<file path="config.mk">
export PLATFORM = sky130hd
export DESIGN_NAME = sha_pad
export DESIGN_NICKNAME = d
export VERILOG_FILES = /design/src/rtl/sha_const.sv /design/src/rtl/sha_pad_mask.sv /design/src/rtl/sha_pad.sv
export SDC_FILE = /design/constraint.sdc
export NUM_CORES = 1
export LEC_CHECK = 0
export ABC_AREA = 1
export CAP_MARGIN = 20
export CELL_PAD_IN_SITES_DETAIL_PLACEMENT = 0
export CELL_PAD_IN_SITES_GLOBAL_PLACEMENT = 2
export CORE_MARGIN = 2
export CORE_UTILIZATION = 30
export CTS_CLUSTER_DIAMETER = 60
export CTS_CLUSTER_SIZE = 28
export DETAILED_ROUTE_END_ITERATION = 6
export PLACE_DENSITY_LB_ADDON = 0.12
export REMOVE_ABC_BUFFERS = 1
export SYNTH_ARGS = -nofsm -noshare
export SYNTH_HDL_FRONTEND = slang
export SYNTH_SLANG_ARGS = --single-unit
</file>
<file path="constraint.sdc">
create_clock -name clk -period 5.9 [get_ports clk]
set_input_delay 1.18 -clock clk [delete_from_list [all_inputs] [get_ports clk]]
set_output_delay 1.18 -clock clk [all_outputs]
set_load 0.03 [all_outputs]
</file>
<file path="src/rtl/sha_const.sv">
// Shared constants and types for the SHA-1 message padding front end.
package sha_const;

  localparam int BLOCK_W    = 512;
  localparam int WORD_W     = 32;
  localparam int NUM_WORDS  = BLOCK_W / WORD_W;
  localparam int LEN_HI_IDX = 14;
  localparam int LEN_LO_IDX = 15;

  localparam logic [7:0] PAD_MARKER = 8'h80;

  typedef enum logic [1:0] {
    FILL,
    SEND,
    XSEND
  } state_e;

  // Word 0 sits in the most significant 32 bits of the block.
  typedef logic [0:NUM_WORDS-1][WORD_W-1:0] block_t;

endpackage

</file>
<file path="src/rtl/sha_pad_mask.sv">
// Keeps the first bytes_i bytes of a big-endian word, places the 0x80 marker
// right after them and clears the rest; bytes_i==4 passes the word through.
module sha_pad_mask
  import sha_const::*;
(
  input  logic [WORD_W-1:0] word_i,
  input  logic [2:0]        bytes_i,
  output logic [WORD_W-1:0] word_o
);

  always_comb begin
    word_o = '0;
    for (int i = 0; i < 4; i++) begin
      if (3'(i) < bytes_i) begin
        word_o[31-8*i -: 8] = word_i[31-8*i -: 8];
      end else if (3'(i) == bytes_i) begin
        word_o[31-8*i -: 8] = PAD_MARKER;
      end
    end
  end

endmodule

</file>
<file path="src/rtl/sha_pad.sv">
// Packs a 32-bit word stream into SHA-1 padded 512-bit blocks for the sha_1 core.
// Define SHA_PAD_BSWAP_EN to accept little-endian (byte 0 at [7:0]) input words.
module sha_pad
  import sha_const::*;
(
  input  logic               clk,
  input  logic               rst,
  input  logic [WORD_W-1:0]  In_Data,
  input  logic               In_Valid,
  input  logic               In_Last,
  input  logic [1:0]         In_Bytes,
  output logic               In_Ready,
  output logic [BLOCK_W-1:0] Data,
  output logic               Valid,
  input  logic               Ready,
  output logic               First,
  output logic               Last
);

  state_e      state_q, state_d;
  logic [3:0]  w_q, w_d;
  logic [63:0] len_q, len_d;
  logic        msg_first_q, msg_first_d;
  logic        xpend_q, xpend_d;
  logic        xmark_q, xmark_d;
  logic        first_q, first_d;
  logic        last_q, last_d;
  block_t      data_q, data_d;

  logic [WORD_W-1:0] word_in;
  logic [WORD_W-1:0] masked;
  logic [2:0]        nbytes;
  logic [4:0]        p;
  logic [63:0]       len_next;

`ifdef SHA_PAD_BSWAP_EN
  assign word_in = {In_Data[7:0], In_Data[15:8], In_Data[23:16], In_Data[31:24]};
`else
  assign word_in = In_Data;
`endif

  assign nbytes   = (!In_Last || In_Bytes == 2'd0) ? 3'd4 : {1'b0, In_Bytes};
  assign p        = {1'b0, w_q} + ((nbytes == 3'd4) ? 5'd1 : 5'd0);
  assign len_next = len_q + {58'd0, nbytes, 3'd0};

  sha_pad_mask u_mask (
    .word_i  (word_in),
    .bytes_i (nbytes),
    .word_o  (masked)
  );

  assign In_Ready = (state_q == FILL);
  assign Valid    = (state_q != FILL);
  assign Data     = data_q;
  assign First    = first_q;
  assign Last     = last_q;

  always_comb begin
    state_d     = state_q;
    w_d         = w_q;
    len_d       = len_q;
    msg_first_d = msg_first_q;
    xpend_d     = xpend_q;
    xmark_d     = xmark_q;
    first_d     = first_q;
    last_d      = last_q;
    data_d      = data_q;

    unique case (state_q)
      FILL: begin
        if (In_Valid) begin
          len_d = len_next;
          if (In_Last) begin
            for (int i = 0; i < NUM_WORDS; i++) begin
              if (i == int'(w_q)) begin
                data_d[i] = masked;
              end else if (i > int'(w_q)) begin
                data_d[i] = '0;
              end
            end
            if (nbytes == 3'd4 && w_q != 4'd15) begin
              data_d[w_q + 4'd1] = {PAD_MARKER, 24'd0};
            end
            // Length only fits here if the marker left words 14 and 15 free.
            if (p <= 5'd13) begin
              data_d[LEN_HI_IDX] = len_next[63:32];
              data_d[LEN_LO_IDX] = len_next[31:0];
              last_d  = 1'b1;
              xpend_d = 1'b0;
            end else begin
              last_d  = 1'b0;
              xpend_d = 1'b1;
            end
            xmark_d = (p == 5'd16);
            w_d     = 4'd0;
            first_d = msg_first_q;
            state_d = SEND;
          end else begin
            data_d[w_q] = word_in;
            w_d         = w_q + 4'd1;
            if (w_q == 4'd15) begin
              first_d = msg_first_q;
              last_d  = 1'b0;
              xpend_d = 1'b0;
              state_d = SEND;
            end
          end
        end
      end

      SEND: begin
        if (Ready) begin
          if (xpend_q) begin
            data_d = '0;
            if (xmark_q) begin
              data_d[0] = {PAD_MARKER, 24'd0};
            end
            data_d[LEN_HI_IDX] = len_q[63:32];
            data_d[LEN_LO_IDX] = len_q[31:0];
            first_d = 1'b0;
            last_d  = 1'b1;
            xpend_d = 1'b0;
            state_d = XSEND;
          end else begin
            if (last_q) begin
              len_d       = '0;
              msg_first_d = 1'b1;
            end else begin
              msg_first_d = 1'b0;
            end
            w_d     = 4'd0;
            first_d = 1'b0;
            last_d  = 1'b0;
            state_d = FILL;
          end
        end
      end

      XSEND: begin
        if (Ready) begin
          len_d       = '0;
          msg_first_d = 1'b1;
          w_d         = 4'd0;
          first_d     = 1'b0;
          last_d      = 1'b0;
          state_d     = FILL;
        end
      end

      default: state_d = FILL;
    endcase
  end

  always_ff @(posedge clk) begin
    if (!rst) begin
      state_q     <= FILL;
      w_q         <= '0;
      len_q       <= '0;
      msg_first_q <= 1'b1;
      xpend_q     <= 1'b0;
      xmark_q     <= 1'b0;
      first_q     <= 1'b0;
      last_q      <= 1'b0;
      data_q      <= '0;
    end else begin
      state_q     <= state_d;
      w_q         <= w_d;
      len_q       <= len_d;
      msg_first_q <= msg_first_d;
      xpend_q     <= xpend_d;
      xmark_q     <= xmark_d;
      first_q     <= first_d;
      last_q      <= last_d;
      data_q      <= data_d;
    end
  end

endmodule

</file>
==> results of run 1 <==
==> registers in the layout, summed over array words and instances (netlist names) <==
signal,count
Data,512
xmark_q,1
Last,1
First,1
state_q,2
xpend_q,1
msg_first_q,1
w_q,4
len_q,61
==> worst paths after layout <==
| path | start | endpoint | slack (ns) | cells after the start |
|---|---|---|---|---|
| min reg2reg | Data[274] | Data[274] | 0.46 | 2 |
| max reg2reg | w_q[0] | Data[51] | 2.07 | 11 |
| min | Data[274] | Data[274] | 0.46 | 2 |
| max | In_Last | Data[45] | 1.89 | 19 |
==> cells in the mapped netlist (26+ instances only) <==
library cell | number | area, sq um
a21oi_1 | 624 | 3120
a31oi_1 | 26 | 163
dfxtp_1 | 584 | 11700
o21ai_0 | 268 | 1340
a22oi_1 | 36 | 270
nor2_1 | 242 | 908
nand3_1 | 121 | 606
clkbuf_1 | 190 | 713
nand4_1 | 30 | 188
o211ai_1 | 38 | 285
inv_1 | 189 | 709
buf_2 | 76 | 380
nand2_1 | 1463 | 5490
==> through the flow <==
step / util / area, sq um / TNS [ns] / instances
detailed placement: 0.375 / 34200 / 0 / 5638
global route: 0.405 / 37000 / 0 / 5780
floorplan: - / 26300 / -0.0600 / 3811
global placement: 0.375 / 34200 / 0 / 5636
finish: 0.405 / 37000 / 0 / 5782
CTS: 0.405 / 36900 / 0 / 5778
==> layer usage <==
| metal | part of all wire | track usage | vias to the layer above | wire (microns) |
|---|---|---|---|---|
| met1 | 0.45 | 0.405 | 14200 | 64300 |
| met3 | 0.074 | 0.0591 | 177 | 10600 |
| met2 | 0.45 | 0.469 | 1106 | 65000 |
| met5 | 0.000069 | 0 | - | 10 |
| li1 | - | - | 14400 | - |
| met4 | 0.029 | 0.0868 | 2 | 4170 |
==> worst reg2reg max path, stage by stage (launching register included) <==
cell     delay, ns
dfxtp_1       0.59
inv_1         0.22
ha_1          0.28
inv_1         0.25
nor2_2        0.09
inv_1         0.75
a21oi_1       0.35
inv_2         0.54
buf_4         0.38
a21oi_1       0.07
nand2_1       0.10
a21oi_1       0.06
==> final cells by class <==
cell class,count,area share
Clock inverter,52,0.0167
Clock buffer,88,0.0560
Inverter,206,0.0212
Sequential cell,584,0.316
Tap cell,1186,0.0401
Antenna cell,2,0.000135
Multi-Input combinational cell,3021,0.379
Timing Repair Buffer,643,0.171
==> layout by cell type (no fill, tap or decap), types with 8 or more instances in the layout <==
cell	instances
a21oi_1	621
a22oi_1	36
a31oi_1	26
buf_4	80
clkbuf_16	80
clkdlybuf4s50_1	551
clkinv_2	8
clkinvlp_4	8
dfxtp_1	584
ha_1	15
inv_1	185
inv_2	14
inv_6	9
inv_8	8
nand2_1	1463
nand3_1	121
nand4_1	30
nor2_1	224
nor2_2	19
nor3_1	13
o2111ai_1	16
o211ai_1	38
o21ai_0	266
o21ai_1	12
o21ai_2	9
o22ai_1	16
xnor2_1	8
xor2_1	23
==> power by group through the flow <==
stage / Sequential [W] / Clock, W / Combinational [W]
after floorplan: 0.00501 / 0 / 0.00210
after global placement: 0.00457 / 0 / 0.00484
after detailed placement: 0.00457 / 0 / 0.00487
after CTS: 0.00449 / 0.00512 / 0.00489
after global routing: 0.00452 / 0.00528 / 0.00527
final: 0.00449 / 0.00504 / 0.00493
==> kinds of logic (layout without fill, tap and decap cells) <==
| kind of cell | Yosys count | count (layout) | synth area share |
|---|---|---|---|
| AOI/OAI and AO/OA | 1062 | 1062 | 0.207 |
| and+or+nand+nor | 1911 | 1911 | 0.277 |
| buffers and inverters | 493 | 989 | 0.0725 |
| adders and majority gates | 17 | 17 | 0.00801 |
| other | 0 | 2 | 0 |
| xor gates and xnor gates | 31 | 31 | 0.00987 |
| DFF | 584 | 584 | 0.425 |
==> key figures, run 1 <==
Outcome
  • Status: finished, final reports clean

STA
  • Hold slack final: 0.458 ns
  • RSZ-0062 raised after global routing: no
  • Final critical-path required period: 4.01 ns
  • Worst Max-Slew Pin Slew: 1.09 ns
  • Slew Limit Headroom: 0.271
  • Final worst slack: around 1.9 ns
  • Final Hold Viols: 0
  • Fin crit share: 0.679
  • Setup violations, final: 0
  • Highest clock rate: 250 MHz
  • Clock Skew: 0.0265 ns
  • Fin. max-slew vios: 0

Global route
  • First-pass GRT wire length: 206000 microns
  • Total grt overflow: 0
  • Largest net degree at the start of global routing: 135
  • Initial antenna violation count: 9
  • Vias in the first global route: 27.7k
  • All-Layer GR Usage: 0.296

Routing
  • Vias post-DR: 29.9k
  • Residual DRC: 0
  • Final Routed Wirelength: ~140000 microns
  • DRT antenna net count: 0
  • DR vias/cell: 5.16
  • Avg WL per Cell: 24.9 microns
  • 1st-pass router iterations: 6
  • Drt first-iter violations: 2985

Critical path
  • Largest stage delay, worst path: 0.46 ns
  • CP max-delay cell: nor2_2
  • Crit end category: flop
  • Critical path type: input port to flop
  • Max Fanout on Critical Path: 22
  • CP Cell Sequence: buf_2 > nand2_1 > nand2_1 > buf_4 > inv_1 > ha_1 > nand2_1 > nand2_1 > nand2_1 > nor2_1 > nand2_1 > nor2_2 > nand2_1 > nand2_1 > nand2_1 > nand2_1 > nand2_1 > nand2_1 > a21oi_1
  • Most common cell on crit path: nand2_1
  • CP top delay family: simple AND/OR/NAND/NOR gates
  • Crit path buf inv count: 3
  • WP data required: 6.38 ns
  • CP Launch Type: input port
  • Arrival time at the worst endpoint: 4.49 ns

Die
  • Initial core utilization: 0.301
  • Number of I/O pins: roughly 560
  • Rows: 111
  • Die ar.: 94100 sq um
  • Die width: 307 microns
  • Core area: 91200 sq um
  • Die Ht: 307 microns

Layout
  • Multi-input combinational cell area: 14000 sq um
  • Area grow syn2layout: 34.4%
  • Storage cell area: 11700 sq um
  • Final nets: 4588
  • Fill count: 9650
  • Share of cells above drive strength 1: 0.0679

Clocking
  • Clk sinks: 584
  • Clock Tree Buf Depth: 3
  • H-Tree Depth: 3
  • CTS tree: built
  • Clock transition at path regs: 0.06 ns
  • Clock root buffer: clkbuf_16
  • TritonCTS Buffers: 76
  • Post_cts resized: 0
  • Clock Latency Late Sink: 0.64 ns
  • Post CTS Setup Buffer Count: 0
  • Hold-fix buffers, CTS: 0

Synthesis
  • Ys async rst share: 0
  • Cell count after synthesis: 4098
  • Sequential fraction of the synthesis area: 0.425
  • Mapped cell area: 27500 sq um
  • Warnings from Yosys: 0
  • Seq cells post-synth: a little under 600
  • Synth cell types: 49
  • Syn Area/Cell: 6.71 sq um
  • Number of enable flip-flop cells after synthesis: 0
  • Dominant synthesized flop cell: dfxtp_1

Power and ir drop
  • Seq pwr share: 0.310
  • Pwr dens: 391 nW/um^2
  • Leakage: 12.8 nW
  • Total power draw: 0.0145 W
  • Net Sw Power: 0.00606 W
  • Comb pwr share: 0.341
  • Clock power frac: 0.349
  • VDD IR-drop max: 294 uV
  • Internal power: 0.00839 W
  • Switching share of power: 0.419

Placement
  • Post-DP HPWL: 99000 microns
  • Routability cong.: ~0.89
  • Post-Place Setup Slack: 1.32 ns
  • PortBufs: 554

Flow run
  • Max-cap violations: 0

Min path
  • HP Class: flop to flop
Power figures use the tool's default switching activity.
==> inputs of run 2 (changes only) <==
- CORE_UTILIZATION: 30 -> 28
- clock period: 5.9 -> 4.1 ns (I/O delays scaled with it)
==> key figures, run 2 (synthesis gave the netlist of run 1 again) <==
Outcome
  • Status: finished, final reports clean

Critical path
  • CP Launch Type: input port
  • Reg-to-reg slack, setup: 0.98 ns
  • Most common cell on crit path: nand2_1
  • CP max-delay cell: clkdlybuf4s50_1
  • CP top delay family: simple AND/OR/NAND/NOR gates
  • Arrival time at the worst endpoint: 3.88 ns
  • CP Cell Sequence: clkdlybuf4s50_1 > nand2_1 > nand2_1 > inv_1 > ha_1 > nand2_1 > nand3_1 > nand2_1 > nor2_1 > buf_4 > nand3_1 > nand2_1 > nand2_1 > nand2_1 > nand2_1 > nand2_1 > a21oi_1
  • Largest stage delay, worst path: 0.49 ns
  • Critical path type: input port to flop
  • Max Fanout on Critical Path: 9
  • Crit path buf inv count: 3
  • WP data required: 4.62 ns
  • Crit end category: flop

Clocking
  • Clock transition at path regs: 0.06 ns
  • TritonCTS Buffers: 76
  • H-Tree Depth: 3
  • Clock Latency Late Sink: 0.65 ns
  • Clk sinks: 584
  • Post CTS Setup Buffer Count: 0
  • CTS tree: built
  • Hold-fix buffers, CTS: 0
  • Clock root buffer: clkbuf_16
  • Clock Tree Buf Depth: 3
  • Post_cts resized: 0

Layout
  • Fin area: around 37000 sq um
  • Most frequent cells in the layout: 1463 x nand2_1, 621 x a21oi_1, 584 x dfxtp_1
  • Post-Route Utilization: 0.386
  • Share of cells above drive strength 1: 0.0757
  • Commonest non-fill, non-tap cell in the layout: nand2_1
  • Flip-flop count of the largest register after layout: 512
  • Fin cells: 5914
  • Final nets: ~4.6k
  • Area grow syn2layout: 36.1%

Routing
  • Vias post-DR: 30.1k
  • 1st-pass router iterations: 6
  • Avg WL per Cell: 25.3 microns
  • Drt first-iter violations: 2537
  • DRT antenna net count: 0
  • Final Routed Wirelength: ~150000 microns
  • Residual DRC: 0
  • DR vias/cell: 5.09

STA
  • Slew Limit Headroom: 0.218
  • RSZ-0062 raised after global routing: no
  • Worst Max-Slew Pin Slew: roughly 1.2 ns
  • Highest clock rate: 298 MHz
  • Clock Skew: 0.0391 ns
  • Final critical-path required period: 3.36 ns
  • Fin. max-slew vios: 0
  • Setup violations, final: 0
  • Final Hold Viols: 0
  • Fin crit share: 0.819

Die
  • Die width: 317 microns
  • Die ar.: 101000 sq um
  • Number of I/O pins: 555
  • Initial core utilization: 0.284
  • Rows: 114
  • Die Ht: 317 microns
  • Core area: approximately 97000 sq um

Global route
  • Vias in the first global route: 28.2k
  • Total grt overflow: 0
  • Largest net degree at the start of global routing: 88
  • First-pass GRT wire length: 213000 microns
  • Initial antenna violation count: 10
  • All-Layer GR Usage: 0.287

Power and ir drop
  • VDD IR-drop max: between 300 and 400 uV
  • Leakage: 13.0 nW
  • Pwr dens: between 500 and 600 nW/um^2

Placement
  • Post-DP HPWL: ~100000 microns
  • Post-Place Cells: 5780
  • Placed Area: 34800 sq um
  • PortBufs: 554
  • Routability cong.: just under 0.9

Min path
  • HP Class: flop to flop

Flow run
  • Max-cap violations: 0
==> run 2: cell types whose count changed in the layout (fill, tap and decap cells not counted), sizes merged <==
cell | previous run | this run
clkinv | 24 | 16
buf | 91 | 142
inv | 221 | 215
clkinvlp | 8 | 5
diode | 2 | 3
clkbuf | 89 | 91
bufinv | 5 | 10
==> run 2: layer usage <==
metal  share of wire  track usage  vias to the layer above  wire length (microns)
met5         0.00020            0                        -                     30
met4           0.031       0.0857                        4                   4620
met3           0.066       0.0538                      191                   9830
met2            0.45        0.457                     1036                  67700
met1            0.45        0.392                    14500                  67400
li1                -            -                    14400                      -
==> run 2: power by group <==
part / switching (W) / internal (W) / leakage [nW] / total [W]
clock: 0.00296 / 0.00429 / 1.28 / 0.00725
sequential: 0.000370 / 0.00609 / 4.71 / 0.00646
combinational: 0.00528 / 0.00198 / 7.00 / 0.00726
==> run 2: worst min-delay path, cell delays in order (launching register included) <==
cell and delay [ns]:
dfxtp_1 0.31, nand2_1 0.06, a21oi_1 0.05
==> run 2: path summary, 6_finish.rpt <==
path	startpoint	to	depth (start not counted)
worst max-delay path	In_Bytes[0]	Data[48]	17
worst min-delay path	Data[386]	Data[386]	2
worst max register to register	w_q[0]	Data[56]	13
worst min register to register	Data[386]	Data[386]	2
==> run 2: layout make-up <==
cell class                 instances  area, sq um
antenna                            3         7.51
clock buffer                      91         2070
clock inverter                    40          579
fill                           10400        59600
inverter                         206          787
multi-input combinational       3021        14000
sequential                       584        11700
tap                             1276         1600
timing repair buffer             693         6710
==> run 2: per-stage QoR <==
step	hold WS (ns)	worst slack, ns	setup TNS (ns)	total power (W)
3_3_place_gp	0.447	0.189	0	0.0139
4_1_cts	0.464	0.790	0	0.0211
5_1_grt	0.476	0.506	0	0.0219
2_1_floorplan	0.452	-1.81	-628.81	0.0102
3_5_place_dp	0.452	0.145	0	0.0138
6_report	0.460	0.740	0	0.0210
==> inputs of run 3 (changes only) <==
- clock period: 4.1 -> 3.4 ns (I/O delays scaled with it)
==> key figures, run 3 (synthesis gave the netlist of run 1 again) <==
Critical path
  • CP max-delay cell: nor2_1
  • Largest stage delay, worst path: about 0.71 ns
  • Arrival time at the worst endpoint: around 3.8 ns
  • CP top delay family: simple AND/OR/NAND/NOR gates
  • CP Launch Type: input port
  • CP Cell Sequence: clkdlybuf4s50_1 > nand2_1 > nand2_1 > inv_1 > ha_1 > nand2_1 > nand2_1 > nand3_1 > nand3_1 > nor2_1 > buf_4 > nand2_1 > a31oi_1
  • WP data required: 3.96 ns
  • Crit path buf inv count: 3
  • Crit end category: flop
  • Max Fanout on Critical Path: 8
  • Most common cell on crit path: nand2_1
  • Critical path type: input port to flop

Layout
  • Final nets: 4735
  • Storage cell area: ~12000 sq um
  • Area grow syn2layout: 40.8%
  • Most frequent cells in the layout: 1463 x nand2_1, 621 x a21oi_1, 584 x dfxtp_1
  • Flip-flop count of the largest register after layout: 512
  • Share of cells above drive strength 1: 0.0972
  • Fin area: 38700 sq um
  • Commonest non-fill, non-tap cell in the layout: nand2_1
  • Multi-input combinational cell area: 14000 sq um
  • Fill count: 10.3k

Routing
  • Vias post-DR: 30.3k
  • Met2 wire length: approximately 68000 microns
  • DR vias/cell: 5.03
  • Met3 wire length: roughly 10000 microns
  • Residual DRC: 0
  • Met1 wire length: between 60000 and 70000 microns
  • Top Layer Used: met5
  • Drt first-iter violations: 2786
  • Avg WL per Cell: 24.8 microns
  • Final Routed Wirelength: 150000 microns
  • 1st-pass router iterations: 6
  • DRT antenna net count: 0

STA
  • Final critical-path required period: 3.21 ns
  • RSZ-0062 raised after global routing: no
  • Fin. max-slew vios: 0
  • Total negative slack: 0 ns
  • Final Hold Viols: 0
  • Clock Skew: 0.0314 ns
  • Slew Limit Headroom: 0.326
  • Fin crit share: 0.945
  • Setup violations, final: 0
  • Worst Max-Slew Pin Slew: 1.01 ns
  • Highest clock rate: just over 300 MHz

Clocking
  • Post CTS Setup Buffer Count: 0
  • Clock transition at path regs: 0.06 ns
  • TritonCTS Buffers: 78
  • Post_cts resized: 0
  • H-Tree Depth: 3
  • Clk sinks: 584
  • Clock Latency Late Sink: 0.66 ns
  • CTS tree: built
  • Clock root buffer: clkbuf_16
  • Hold-fix buffers, CTS: 0
  • Clock Tree Buf Depth: 3

Global route
  • Total grt overflow: 0
  • Initial antenna violation count: 8
  • Vias in the first global route: 28.1k
  • All-Layer GR Usage: 0.286
  • First-pass GRT wire length: 213000 microns
  • Largest net degree at the start of global routing: 80

Power and ir drop
  • Comb pwr share: 0.357
  • Leakage: between 10 and 15 nW
  • Net Sw Power: 0.0108 W
  • Internal power: 0.0155 W
  • Pwr dens: approximately 680 nW/um^2
  • Clock power frac: 0.346
  • VDD IR-drop max: 453 uV
  • Seq pwr share: 0.296
  • Switching share of power: 0.411

Min path
  • HP Class: input port to flop

Placement
  • Placed Area: 35900 sq um
  • Post-DP HPWL: 106000 microns
  • PortBufs: between 500 and 600
  • Routability cong.: between 0.8 and 0.9

Die
  • Die width: approximately 320 microns
  • Core area: just under 100000 sq um
  • Rows: 114
  • Die ar.: 101000 sq um
  • Initial core utilization: 0.284
  • Die Ht: 317 microns
  • Number of I/O pins: 555

Outcome
  • Status: finished, final reports clean

Flow run
  • Max-cap violations: 0
[run 3: cell types whose count changed in the layout (fill, tap and decap cells not counted), sizes merged]
cell,previous run,this run
buf,142,237
clkinv,16,27
inv,215,224
clkbuf,91,88
clkinvlp,5,3
diode,3,1
bufinv,10,9
[run 3: worst paths after layout]
check,startpoint,end,slack (ns),cells after the start
setup / recovery,In_Bytes[0],Data[11],0.19,13
hold / removal,rst,Data[26],0.40,3
setup reg to reg,w_q[0],Data[422],0.35,11
hold reg to reg,Data[268],Data[268],0.46,2
[run 3: metrics by stage]
stage | std cells | hold slack, ns | worst slack (ns) | power (W) | util
after floorplan | 3811 | 0.452 | -2.51 | 0.0123 | -
after global placement | 5874 | 0.447 | -0.359 | 0.0174 | 0.370
after detailed placement | 5875 | 0.453 | -0.320 | 0.0173 | 0.370
after CTS | 6020 | 0.376 | 0.269 | 0.0265 | 0.399
after global routing | 6020 | 0.406 | 0.0319 | 0.0274 | 0.399
final | 6021 | 0.402 | 0.188 | 0.0263 | 0.399
[run 3: area by class of cell]
cell class | count | area share
Antenna cell | 1 | 0.0000646
Clock buffer | 88 | 0.0538
Clock inverter | 57 | 0.0193
Inverter | 206 | 0.0203
Multi-Input combinational cell | 3021 | 0.361
Sequential cell | 584 | 0.302
Tap cell | 1276 | 0.0412
Timing Repair Buffer | 788 | 0.202
[run 3: power groups by stage]
stage               registers (W)  clock network [W]  logic (W)
floorplan                 0.00869                  0    0.00364
global placement          0.00796                  0    0.00941
detailed placement        0.00795                  0    0.00937
CTS                       0.00780            0.00928    0.00942
global route              0.00785            0.00951     0.0100
finish                    0.00780            0.00911    0.00940
[run 3: layer usage]
metal / track usage / up-vias
met2: 0.456 / 983
met3: 0.0559 / 156
met5: 0 / -
li1: - / 14600
met1: 0.396 / 14500
met4: 0.0661 / 2
[run 3: worst register-to-register path: cells and delay by family, from the launching register on]
kind,cells,cell delay (ns)
AOI/OAI and AO/OA,1,0.12
adders and majority gates,1,0.33
buffers and inverters,3,0.52
DFF,1,0.54
and+or+nand+nor,6,1.48
